File: src/rtl/keypad_emulator.sv
// Keypad emulator: presses one hex key for HOLD_CYCLES clocks per request,
// then keeps it released for GAP_CYCLES clocks. While a key is held, its row
// line follows the synchronized column strobe from the scanner, mimicking a
// closed switch between that row and column.
module keypad_emulator #(
  parameter int unsigned HOLD_CYCLES = 1000,
  parameter int unsigned GAP_CYCLES  = 1000
) (
  input  logic       clk,
  input  logic       rst_n,
  input  logic [3:0] key_in,
  input  logic       key_valid,
  output logic       key_ready,
  input  logic [3:0] col,
  output logic [3:0] row,
  output logic       pressed,
  output logic       done,
  output logic       seen
);

  typedef enum logic [1:0] {IDLE, PRESS, GAP} state_t;

  localparam logic [15:0] HOLD_LOAD = 16'(HOLD_CYCLES - 1);
  localparam logic [15:0] GAP_LOAD  = 16'(GAP_CYCLES - 1);

  state_t      state_q;
  logic [15:0] cnt_q;
  logic [1:0]  krow_q, kcol_q;
  logic        ready_q, pressed_q, done_q, seen_q;
  logic [3:0]  col_s1_q, col_s2_q;
  logic [3:0]  row_q, row_d;
  logic [1:0]  dec_row, dec_col;
  logic        col_hit;

  // Key code to keypad position (row, column).
  always_comb begin
    dec_row = 2'd0;
    dec_col = 2'd0;
    case (key_in)
      4'h1: begin dec_row = 2'd0; dec_col = 2'd0; end
      4'h2: begin dec_row = 2'd0; dec_col = 2'd1; end
      4'h3: begin dec_row = 2'd0; dec_col = 2'd2; end
      4'hA: begin dec_row = 2'd0; dec_col = 2'd3; end
      4'h4: begin dec_row = 2'd1; dec_col = 2'd0; end
      4'h5: begin dec_row = 2'd1; dec_col = 2'd1; end
      4'h6: begin dec_row = 2'd1; dec_col = 2'd2; end
      4'hB: begin dec_row = 2'd1; dec_col = 2'd3; end
      4'h7: begin dec_row = 2'd2; dec_col = 2'd0; end
      4'h8: begin dec_row = 2'd2; dec_col = 2'd1; end
      4'h9: begin dec_row = 2'd2; dec_col = 2'd2; end
      4'hC: begin dec_row = 2'd2; dec_col = 2'd3; end
      4'h0: begin dec_row = 2'd3; dec_col = 2'd0; end
      4'hF: begin dec_row = 2'd3; dec_col = 2'd1; end
      4'hE: begin dec_row = 2'd3; dec_col = 2'd2; end
      4'hD: begin dec_row = 2'd3; dec_col = 2'd3; end
      default: begin dec_row = 2'd0; dec_col = 2'd0; end
    endcase
  end

  assign col_hit = ~col_s2_q[kcol_q];

  // Two-flop synchronizer for the asynchronous column lines (idle = 1).
  always_ff @(posedge clk) begin
    if (!rst_n) begin
      col_s1_q <= '1;
      col_s2_q <= '1;
    end else begin
      col_s1_q <= col;
      col_s2_q <= col_s1_q;
    end
  end

  // Request sequencer: IDLE -> PRESS (HOLD_CYCLES) -> GAP (GAP_CYCLES) -> IDLE.
  // done is registered, so it is loaded one cycle early: on GAP entry when
  // the gap is a single cycle, otherwise when the counter reaches 1.
  always_ff @(posedge clk) begin
    if (!rst_n) begin
      state_q   <= IDLE;
      cnt_q     <= '0;
      krow_q    <= '0;
      kcol_q    <= '0;
      ready_q   <= 1'b1;
      pressed_q <= 1'b0;
      done_q    <= 1'b0;
      seen_q    <= 1'b0;
    end else begin
      done_q <= 1'b0;
      case (state_q)
        IDLE: begin
          if (key_valid && ready_q) begin
            krow_q    <= dec_row;
            kcol_q    <= dec_col;
            cnt_q     <= HOLD_LOAD;
            seen_q    <= 1'b0;
            pressed_q <= 1'b1;
            ready_q   <= 1'b0;
            state_q   <= PRESS;
          end
        end
        PRESS: begin
          if (col_hit) seen_q <= 1'b1;
          if (cnt_q == '0) begin
            pressed_q <= 1'b0;
            cnt_q     <= GAP_LOAD;
            done_q    <= (GAP_LOAD == '0);
            state_q   <= GAP;
          end else begin
            cnt_q <= cnt_q - 16'd1;
          end
        end
        GAP: begin
          if (cnt_q == '0) begin
            ready_q <= 1'b1;
            state_q <= IDLE;
          end else begin
            cnt_q  <= cnt_q - 16'd1;
            done_q <= (cnt_q == 16'd1);
          end
        end
        default: begin
          ready_q   <= 1'b1;
          pressed_q <= 1'b0;
          state_q   <= IDLE;
        end
      endcase
    end
  end

  // Row of the held key follows its synchronized column; all others released.
  always_comb begin
    row_d = '1;
    if (state_q == PRESS && col_hit) row_d[krow_q] = 1'b0;
  end

  // Registered row outputs.
  always_ff @(posedge clk) begin
    if (!rst_n) row_q <= '1;
    else        row_q <= row_d;
  end

  assign key_ready = ready_q;
  assign pressed   = pressed_q;
  assign done      = done_q;
  assign seen      = seen_q;
  assign row       = row_q;

endmodule
File: config.mk
export PLATFORM = sky130hd
export DESIGN_NAME = keypad_emulator
export DESIGN_NICKNAME = d
export VERILOG_FILES = /design/src/rtl/keypad_emulator.sv
export SDC_FILE = /design/constraint.sdc
export NUM_CORES = 1
export LEC_CHECK = 0
export ABC_AREA = 1
export CORE_MARGIN = 3
export CORE_UTILIZATION = 35
export DETAILED_ROUTE_END_ITERATION = 8
export DONT_BUFFER_PORTS = 1
export PLACE_DENSITY = 0.58
export SLEW_MARGIN = 20
export SYNTH_ARGS = -nofsm -noshare
export SYNTH_HDL_FRONTEND = slang
export SYNTH_SLANG_ARGS = --single-unit
File: constraint.sdc
create_clock -name clk -period 2 [get_ports clk]
set_input_delay 0.3 -clock clk [delete_from_list [all_inputs] [get_ports clk]]
set_output_delay 0.3 -clock clk [all_outputs]
set_load 0.005 [all_outputs]
# After elaboration in Yosys (flattened, before gate mapping)
# Memories as Yosys holds them, arrays and structs flattened. A register that Yosys moved wholly into a read port is not among the register bits.
# Cells that the tools add are included.
dict set report op_classes {
  addsub 1
  mul 0
  n_div 0
  order_cmp 3
  eq_ne 8
  n_shift 0
  mux 20
  bitwise 5
  n_reduce_logical 16
}
# cell n
set op_table {}
lappend op_table {{two-way mux 16 bit} 3}
lappend op_table {{one-hot mux 16 bit (3 select lines)} 1}
lappend op_table {{== test 16 x 1 -> 1 bit, second input constant} 1}
lappend op_table {{zero test 16 bit} 1}
lappend op_table {{subtractor 16 x 1 -> 16 bit, second input constant} 1}
lappend op_table {{AND reduction 3 bit} 5}
lappend op_table {{inequality test 2 bit, second input constant} 5}
lappend op_table {{two-way mux 1 bit} 7}
lappend op_table {{less-than comparator 2 x 3 -> 1 bit, second input constant} 2}
lappend op_table {{two-way mux 2 bit} 3}
lappend op_table {{one-hot mux 1 bit (3 select lines)} 2}
lappend op_table {{one-hot mux 2 bit (3 select lines)} 1}
lappend op_table {{inverter 1 bit} 4}
lappend op_table {{inverter 4 bit} 1}
lappend op_table {{AND reduction 2 bit} 2}
lappend op_table {{logical AND 1 bit} 3}
lappend op_table {{nonzero test 3 bit} 1}
lappend op_table {{OR reduction 3 bit} 1}
lappend op_table {{binary-select mux 1 bit (select 2 bit)} 1}
lappend op_table {{demux 1 bit (select 2 bit)} 1}
lappend op_table {{== test 2 x 1 -> 1 bit, second input constant} 1}
lappend op_table {{== test 2 bit, second input constant} 1}
lappend op_table {{greater-or-equal comparator 2 x 1 -> 1 bit, second input constant} 1}
lappend op_table {{zero test 2 bit} 1}
lappend op_table {{other kinds (3)} 3}
dict set report word_totals {
  regBits 34
  latchBits 0
  ram_bits 0
  rom_bits 64
  in_bits 11
  word_cells 63
  memories 1
}
# memory depth width rd rd_clocked_by_memory_dff write_ports line
set memory_table {}
lappend memory_table {{(no name shown)} 16 4 1 1 0 39} ;# case (key_in)

# Depth between registers and ports, before layout
# Gate-level depths: netlist of run 1.
dict set report logic_depth {
  ltp_word 5
  ltp_mapped 11
  mapped_depth_nobuf 11
}

# Worst setup path after synthesis of run 1
# Ideal clock, no wire load.
dict set report synth_timing {
  path_type {reg-to-reg}
  startpoint {register state_q[0]}
  endpoint {register cnt_q[15]}
  t_arrival_ps 1441
  required_ps 1888
  path_slack_ps 447
  stages_incl_launch_ff 11
  cell_sequence {dfxtp_1 inv_1 ha_1 nor2_1 inv_1 nand2_2 nand2_1 nand2_1 nand2_2 nand3_1 nor2_1}
}
dict set report synth_via {
  elab_chain_cells 3
}
# element line
set synth_rtl {}
lappend synth_rtl {{start: declaration} 26} ;# state_t state_q;
lappend synth_rtl {{start signal: assignment} 78} ;# state_q <= IDLE;
lappend synth_rtl {{start signal: assignment} 97} ;# state_q <= PRESS;
lappend synth_rtl {{start signal: assignment} 106} ;# state_q <= GAP;
lappend synth_rtl {{== test 2 bit, or another cell as far along} 88} ;# case (state_q)
lappend synth_rtl {{inequality test 2 bit (no source line) or nonzero test 3 bit (tied branches)} --}
lappend synth_rtl {{AND reduction 3 bit (no source line)} --}
lappend synth_rtl {{end signal: assignment} 108} ;# cnt_q <= cnt_q - 16'd1;
lappend synth_rtl {{end signal: assignment} 116} ;# cnt_q <= cnt_q - 16'd1;
lappend synth_rtl {{end: declaration} 27} ;# logic [15:0] cnt_q;
# Several ways; a longest one is shown, not always the timed one.
# A chain may end at the register's enable or synchronous reset.

# Final worst setup path of run 1
dict set report layout_timing {
  startpoint {register cnt_q[0]}
  endpoint {register cnt_q[0]}
}
dict set report layout_via {
  elab_chain_cells 3
}
# element line
set layout_rtl {}
lappend layout_rtl {{subtractor 16 x 1 -> 16 bit or zero test 16 bit (tied branches)} --}
lappend layout_rtl {{two-way mux 16 bit, or another cell as far along} 112} ;# if (cnt_q == '0) begin
lappend layout_rtl {{one-hot mux 16 bit (3 select lines) or AND reduction 3 bit (tied branches)} --}
# Several ways; a longest one is shown, not always the timed one. The select of a mux whose other input is x is not followed.

==> reports/qor.yml, run 1 <==
antenna_found_initial: 0
drc: 0
drtIter0Drc: 79
worst_pin_slew_ns: 0.415
rows: 27
regToRegSetupSlack_ns: 0.25
final_util: 0.404
slew_headroom: 0.723
netlist_instances: 292
grt_first_pass_wirelength_mm: 7.67
arrival_ns: 1.95
io_buffers: 0
worstHoldPathCells: 1
die-area_mm2: 0.00687
num_vias: 1751
worst-r2r-cell-count: 10
syn_to_final_growth_pct: 9.49
cp-end-kind: "flop"
critical_path_class: "flop to flop"
slew_violations: 0
rsz0062_at_grt: "false"
period_needed_ns: 1.75
die_height_um: 82.9
worst_r2r_startpoint: "cnt_q[0]"
dpl_cell_area_mm2: 0.00215
io_pins: 19
cts_buffer_depth: 2
wl_per_cell_um: 12.1
coreArea_mm2: 0.00561
clk_latency_ns: 0.30
status: "complete, no violations"
fmax_mhz: 570
first_pass_iters: 4
viasPerCell: 4.73
synth.avg_cell_area_um2: 7.09
start_util: 0.369
overflow: 0
gr-usage-all-layers: 0.137
ctsResizeCount: 0
dp_cells: 362
grt-busiest-layer: "met2"
globalplace.congestion: 0.838
fin_cells: 370
grt_max_degree: 23
path_max_fanout: 15
fin_area_mm2: 0.00227
hp-start: "rst_n"
use_met1: 0.160
hold_end: "key_ready"
nets: 313
worstPathRequired_ns: 2.19
peakVddDrop_v: 0.000771
fin_crit_sh: 0.877
layout-drive-gt1-share: 0.144
ys_types: 30
totalWireLength_mm: 4.48
cts_max_level: 2
gr-usage-met3: 0.0466
hold_path_class: "input pin to flop"
cts_root_buf: "clkbuf_8"
hpwl_mm: 3.33
setup_tns_ns: 0
max-cap-violations: 0
cts-hold-fix-buffers: 0
fin_skew_ns: 0.00556
seq_area_frac_synth: 0.368
finalSetupViolations: 0
ys_ff_latch: 38
cts.sinks: 38
crit_path_start_kind: "flop"
grt_pass1_vias: 1719
syn-cell-area_mm2: 0.00207
r2r_end: "cnt_q[0]"
die_width_um: 82.9
ant_nets: 0
cts_setup_buffers: 0
hold_violations: 0
cts_tree: "built"
clkTransAtPathRegs_ns: 0.08
yosysWarnings: 0
synth_fp_nets: 308
n_antenna_cell: 0
p_leak_nw: 1.03
met2_usage: 0.231
numCtsBuffers: 5
power_density_mw_per_mm2: 1630
## state kept, by name, summed over array words and instances (netlist names)
| signal | cells |
|---|---|
| cnt_q | 16 |
| col_s1_q | 4 |
| col_s2_q | 4 |
| row | 4 |
| kcol_q | 2 |
| krow_q | 2 |
| state_q | 2 |
| done | 1 |
| key_ready | 1 |
| pressed | 1 |
| seen | 1 |
## layer usage
layer | vias up | wire length (µm)
met5 | - | 0
met4 | 0 | 72
met3 | 6 | 243
met2 | 48 | 2040
met1 | 755 | 2120
li1 | 942 | -
## stage by stage
stage | hold slack [ns] | power [mW] | setup slack (ns)
2_1_floorplan | 0.393 | 2.67 | 0.447
3_3_place_gp | 0.400 | 3.04 | 0.329
3_5_place_dp | 0.397 | 3.03 | 0.275
4_1_cts | 0.0963 | 3.72 | 0.253
5_1_grt | 0.0885 | 4.05 | 0.108
6_report | 0.106 | 3.70 | 0.245
## report_power, final
group	internal, mW	leakage, nW	switching [mW]
Sequential	0.928	0.312	0.171
Combinational	0.666	0.663	1.27
Clock	0.371	0.0504	0.289
## cell families (layout without fill, tap and decap cells)
kind of cell             Yosys count  in the layout  share of synthesized area
XOR/XNOR                           5              5                     0.0212
flip-flops                        38             38                      0.368
buffers and inverters             41             47                     0.0780
AND/OR/NAND/NOR                  162            162                      0.397
adder cells (fa/ha/maj)            5              5                     0.0302
AO/OA/AOI/OAI                     41             41                      0.106
## cell usage in the layout, fill, tap and decap left out, drive strengths merged
master and n:
nand3 19, ha 5, or2 9, nor3 5
clkinvlp 2, nor4 1, bufinv 1, buf 2
dfxtp 38, nor3b 1, xnor2 5, a211oi 1
inv 37, o211ai 3, nand4 4, o21ai 22
clkbuf 5, a31oi 1, and3 2, nand2 67
a21oi 13, o221ai 1, nor2 53, nand3b 1
## cell type report
class	instances	area, µm²
fillers	602	3340
inverters	37	139
flip-flops and latches	38	761
well taps	72	90.1
multi-input cells	213	1150
repair buffers	2	15.0
clock inverters	3	45.0
clock buffers	5	68.8
## cell usage after synthesis
cell type,instances,share of area
nand2_1,57,0.10
nor2_1,44,0.080
dfxtp_1,38,0.37
inv_1,35,0.063
nand3_1,16,0.039
o21ai_0,14,0.034
a21oi_1,13,0.031
or2_2,9,0.027
o21ai_1,8,0.019
ha_1,5,0.030
nand2_2,5,0.015
nand2_4,5,0.027
nor3_1,5,0.012
xnor2_1,5,0.021
nand4_1,4,0.012
nor2_4,4,0.022
clkbuf_1,3,0.0054
nand3_2,3,0.015
nor2_2,3,0.0091
o211ai_1,3,0.011
and3_1,2,0.0060
inv_2,2,0.0036
nor2_8,2,0.019
a211oi_1,1,0.0036
a31oi_1,1,0.0030
buf_6,1,0.0054
nand3b_1,1,0.0036
nor3b_1,1,0.0036
nor4_1,1,0.0030
o221ai_1,1,0.0042
## critical path, cell delays in order (launching register included)
cell,delay [ns]
dfxtp_1,0.38
inv_1,0.08
ha_1,0.25
nand2_4,0.13
nor2_8,0.06
nand3_2,0.07
nand2_2,0.06
nor2_4,0.30
nand3_1,0.16
nor2_1,0.11
nor2_1,0.04
## worst max path at each step
stage / startpoint / endpoint / slack (ns)
after global placement: cnt_q[0] / cnt_q[8] / 0.33
after CTS: cnt_q[0] / cnt_q[0] / 0.25
after detailed placement: cnt_q[0] / cnt_q[0] / 0.28
final: cnt_q[0] / cnt_q[0] / 0.25
after floorplan: state_q[0] / cnt_q[15] / 0.45
after global routing: cnt_q[0] / cnt_q[0] / 0.11
Power figures use the tool's default switching activity.
==> inputs of run 2 (changes only) <==
--- a/config.mk
+++ b/config.mk
@@ -11,6 +11,7 @@
 export DETAILED_ROUTE_END_ITERATION = 8
 export DONT_BUFFER_PORTS = 1
 export PLACE_DENSITY = 0.58
+export RECOVER_POWER = 100
 export SLEW_MARGIN = 20
 export SYNTH_ARGS = -nofsm -noshare
 export SYNTH_HDL_FRONTEND = slang
==> run 2 against run 1 <==
Critical path depth did not move. Largest power group unchanged. Final area fell by 1.3%. Cell count did not move. Combinational power fell by 4%. First-iteration DRC count rose by 8.9%. Utilization fell by 0.54 points. Via count fell by 0.63%. Worst setup slack got worse by 0.031 ns. Global-route usage did not move.
==> reports/qor.yml, run 2 (same netlist as run 1, synthesis figures left out) <==
max-cap-violations: 0  # unchanged
overflow: 0  # unchanged
regArea_um2: 761  # unchanged
crit_path_start_kind: "flop"  # unchanged
io_pins: 19  # unchanged
slew_violations: 0  # unchanged
cts_max_level: 2  # unchanged
hold_violations: 0  # unchanged
numCtsBuffers: 5  # unchanged
worstPathRequired_ns: 2.19  # about the same
ant_nets: 0  # unchanged
fin_skew_ns: 0.00562  # was 0.00556 ns
die_width_um: 82.9  # unchanged
grt_pass1_vias: 1719  # unchanged
totalWireLength_mm: 4.50  # was 4.48 mm
io_buffers: 0  # unchanged
n_antenna_cell: 0  # unchanged
critical_path_class: "flop to flop"  # unchanged
clk_latency_ns: 0.30  # about the same
drtIter0Drc: 86  # was 79
hpwl_mm: 3.33  # unchanged
cp.buffers_inverters: 1  # unchanged
status: "complete, no violations"  # unchanged
power_density_mw_per_mm2: 1620  # was 1630 mW/mm²
cts_buffer_depth: 2  # unchanged
syn_to_final_growth_pct: 8.04  # was 9.49%
slew_headroom: 0.733  # was 0.723
cp-end-kind: "flop"  # unchanged
setup_tns_ns: 0  # unchanged
cpPeakStageDelay_ns: 0.38  # about the same
drc: 0  # unchanged
fin_crit_sh: 0.893  # was 0.877
fillCellCount: 607  # was 602
top_register: "cnt_q"  # unchanged
worst_slack_ns: 0.214  # was 0.245 ns
cts-hold-fix-buffers: 0  # unchanged
crit_chain: "inv_1 -> ha_1 -> nand2_4 -> nor2_4 -> nand3_1 -> nand2_1 -> nor2_4 -> nand2_1 -> nand2_1 -> nor2_1"  # was inv_1 -> ha_1 -> nand2_4 -> nor2_8 -> nand3_2 -> nand2_2 -> nor2_4 -> nand3_1 -> nor2_1 -> nor2_1
whs_ns: 0.106  # about the same
arrival_ns: 1.98  # was 1.95 ns
worst_pin_slew_ns: 0.400  # was 0.415 ns
num_vias: 1740  # was 1,751
multiInputGateArea_mm2: 0.00112  # was 0.00115 mm²
start_util: 0.369  # unchanged
hold_path_class: "input pin to flop"  # unchanged
period_needed_ns: 1.79  # was 1.75 ns
fin_area_mm2: 0.00224  # was 0.00227 mm²
ctsResizeCount: 0  # unchanged
cts_root_buf: "clkbuf_8"  # unchanged
first_pass_iters: 4  # unchanged
crit_path_frequent_cell: "nand2_1"  # was nor2_1
die_height_um: 82.9  # unchanged
dp_slack_ns: 0.275  # unchanged
die-area_mm2: 0.00687  # unchanged
coreArea_mm2: 0.00561  # unchanged
mostFrequentLayoutCells: "nand2_1 (60), nor2_1 (44), dfxtp_1 (38)"  # was nand2_1 (57), nor2_1 (44), dfxtp_1 (38)
cts_setup_buffers: 0  # unchanged
p_leak_nw: 1.01  # was 1.03 nW
finalSetupViolations: 0  # unchanged
layout-drive-gt1-share: 0.117  # was 0.144
rsz0062_at_grt: "false"  # unchanged
cts.sinks: 38  # unchanged
final_common_cell: "nand2_1"  # unchanged
cp_top_family: "simple AND/OR/NAND/NOR gates"  # unchanged
peakVddDrop_v: 0.000750  # was 0.000771 V
wl_per_cell_um: 12.2  # was 12.1 µm
cts_tree: "built"  # unchanged
nets: 313  # unchanged
fmax_mhz: 560  # was 570 MHz
path_max_fanout: 15  # unchanged
clkTransAtPathRegs_ns: 0.08  # about the same
slowest_stage: "dfxtp_1"  # unchanged
grt_first_pass_wirelength_mm: 7.67  # unchanged
globalplace.congestion: 0.838  # unchanged
dpl_cell_area_mm2: 0.00215  # unchanged
antenna_found_initial: 0  # unchanged
largest_reg_flops: 16  # unchanged
gr-usage-all-layers: 0.137  # unchanged
grt_max_degree: 23  # unchanged
viasPerCell: 4.70  # was 4.73
rows: 27  # unchanged
run 2: final timing paths:
kind | slack (ns) | cells past startpoint | endpoint | startpoint
setup / recovery | 0.21 | 10 | cnt_q[11] | cnt_q[0]
hold reg to reg | 0.41 | 1 | col_s2_q[3] | col_s1_q[3]
hold / removal | 0.11 | 1 | key_ready | rst_n
setup reg to reg | 0.21 | 10 | cnt_q[11] | cnt_q[0]
run 2: stage by stage:
stage	utilization	power [mW]	std cells
floorplan	-	2.67	292
global placement	0.384	3.04	362
detailed placement	0.384	3.03	362
CTS	0.404	3.72	370
global route	0.399	3.97	370
finish	0.399	3.62	370
run 2: area by class of cell:
| cell class | instances | area share |
|---|---|---|
| clock buffer | 5 | 0.0308 |
| clock inverter | 3 | 0.0201 |
| inverter | 37 | 0.0621 |
| multi-input combinational | 213 | 0.501 |
| sequential | 38 | 0.340 |
| tap | 72 | 0.0403 |
| timing repair buffer | 2 | 0.00504 |
run 2: per-layer routing:
| metal | vias to the layer above | share of wire | GRT usage |
|---|---|---|---|
| met4 | 0 | 0.012 | 0.0520 |
| li1 | 942 | - | - |
| met2 | 35 | 0.46 | 0.231 |
| met3 | 4 | 0.049 | 0.0466 |
| met5 | - | 0 | 0 |
| met1 | 759 | 0.48 | 0.160 |
run 2: power by group:
group          switching [mW]  internal (mW)
Sequential              0.172          0.928
Clock                   0.289          0.371
Combinational            1.22          0.635
Total                    1.68           1.93
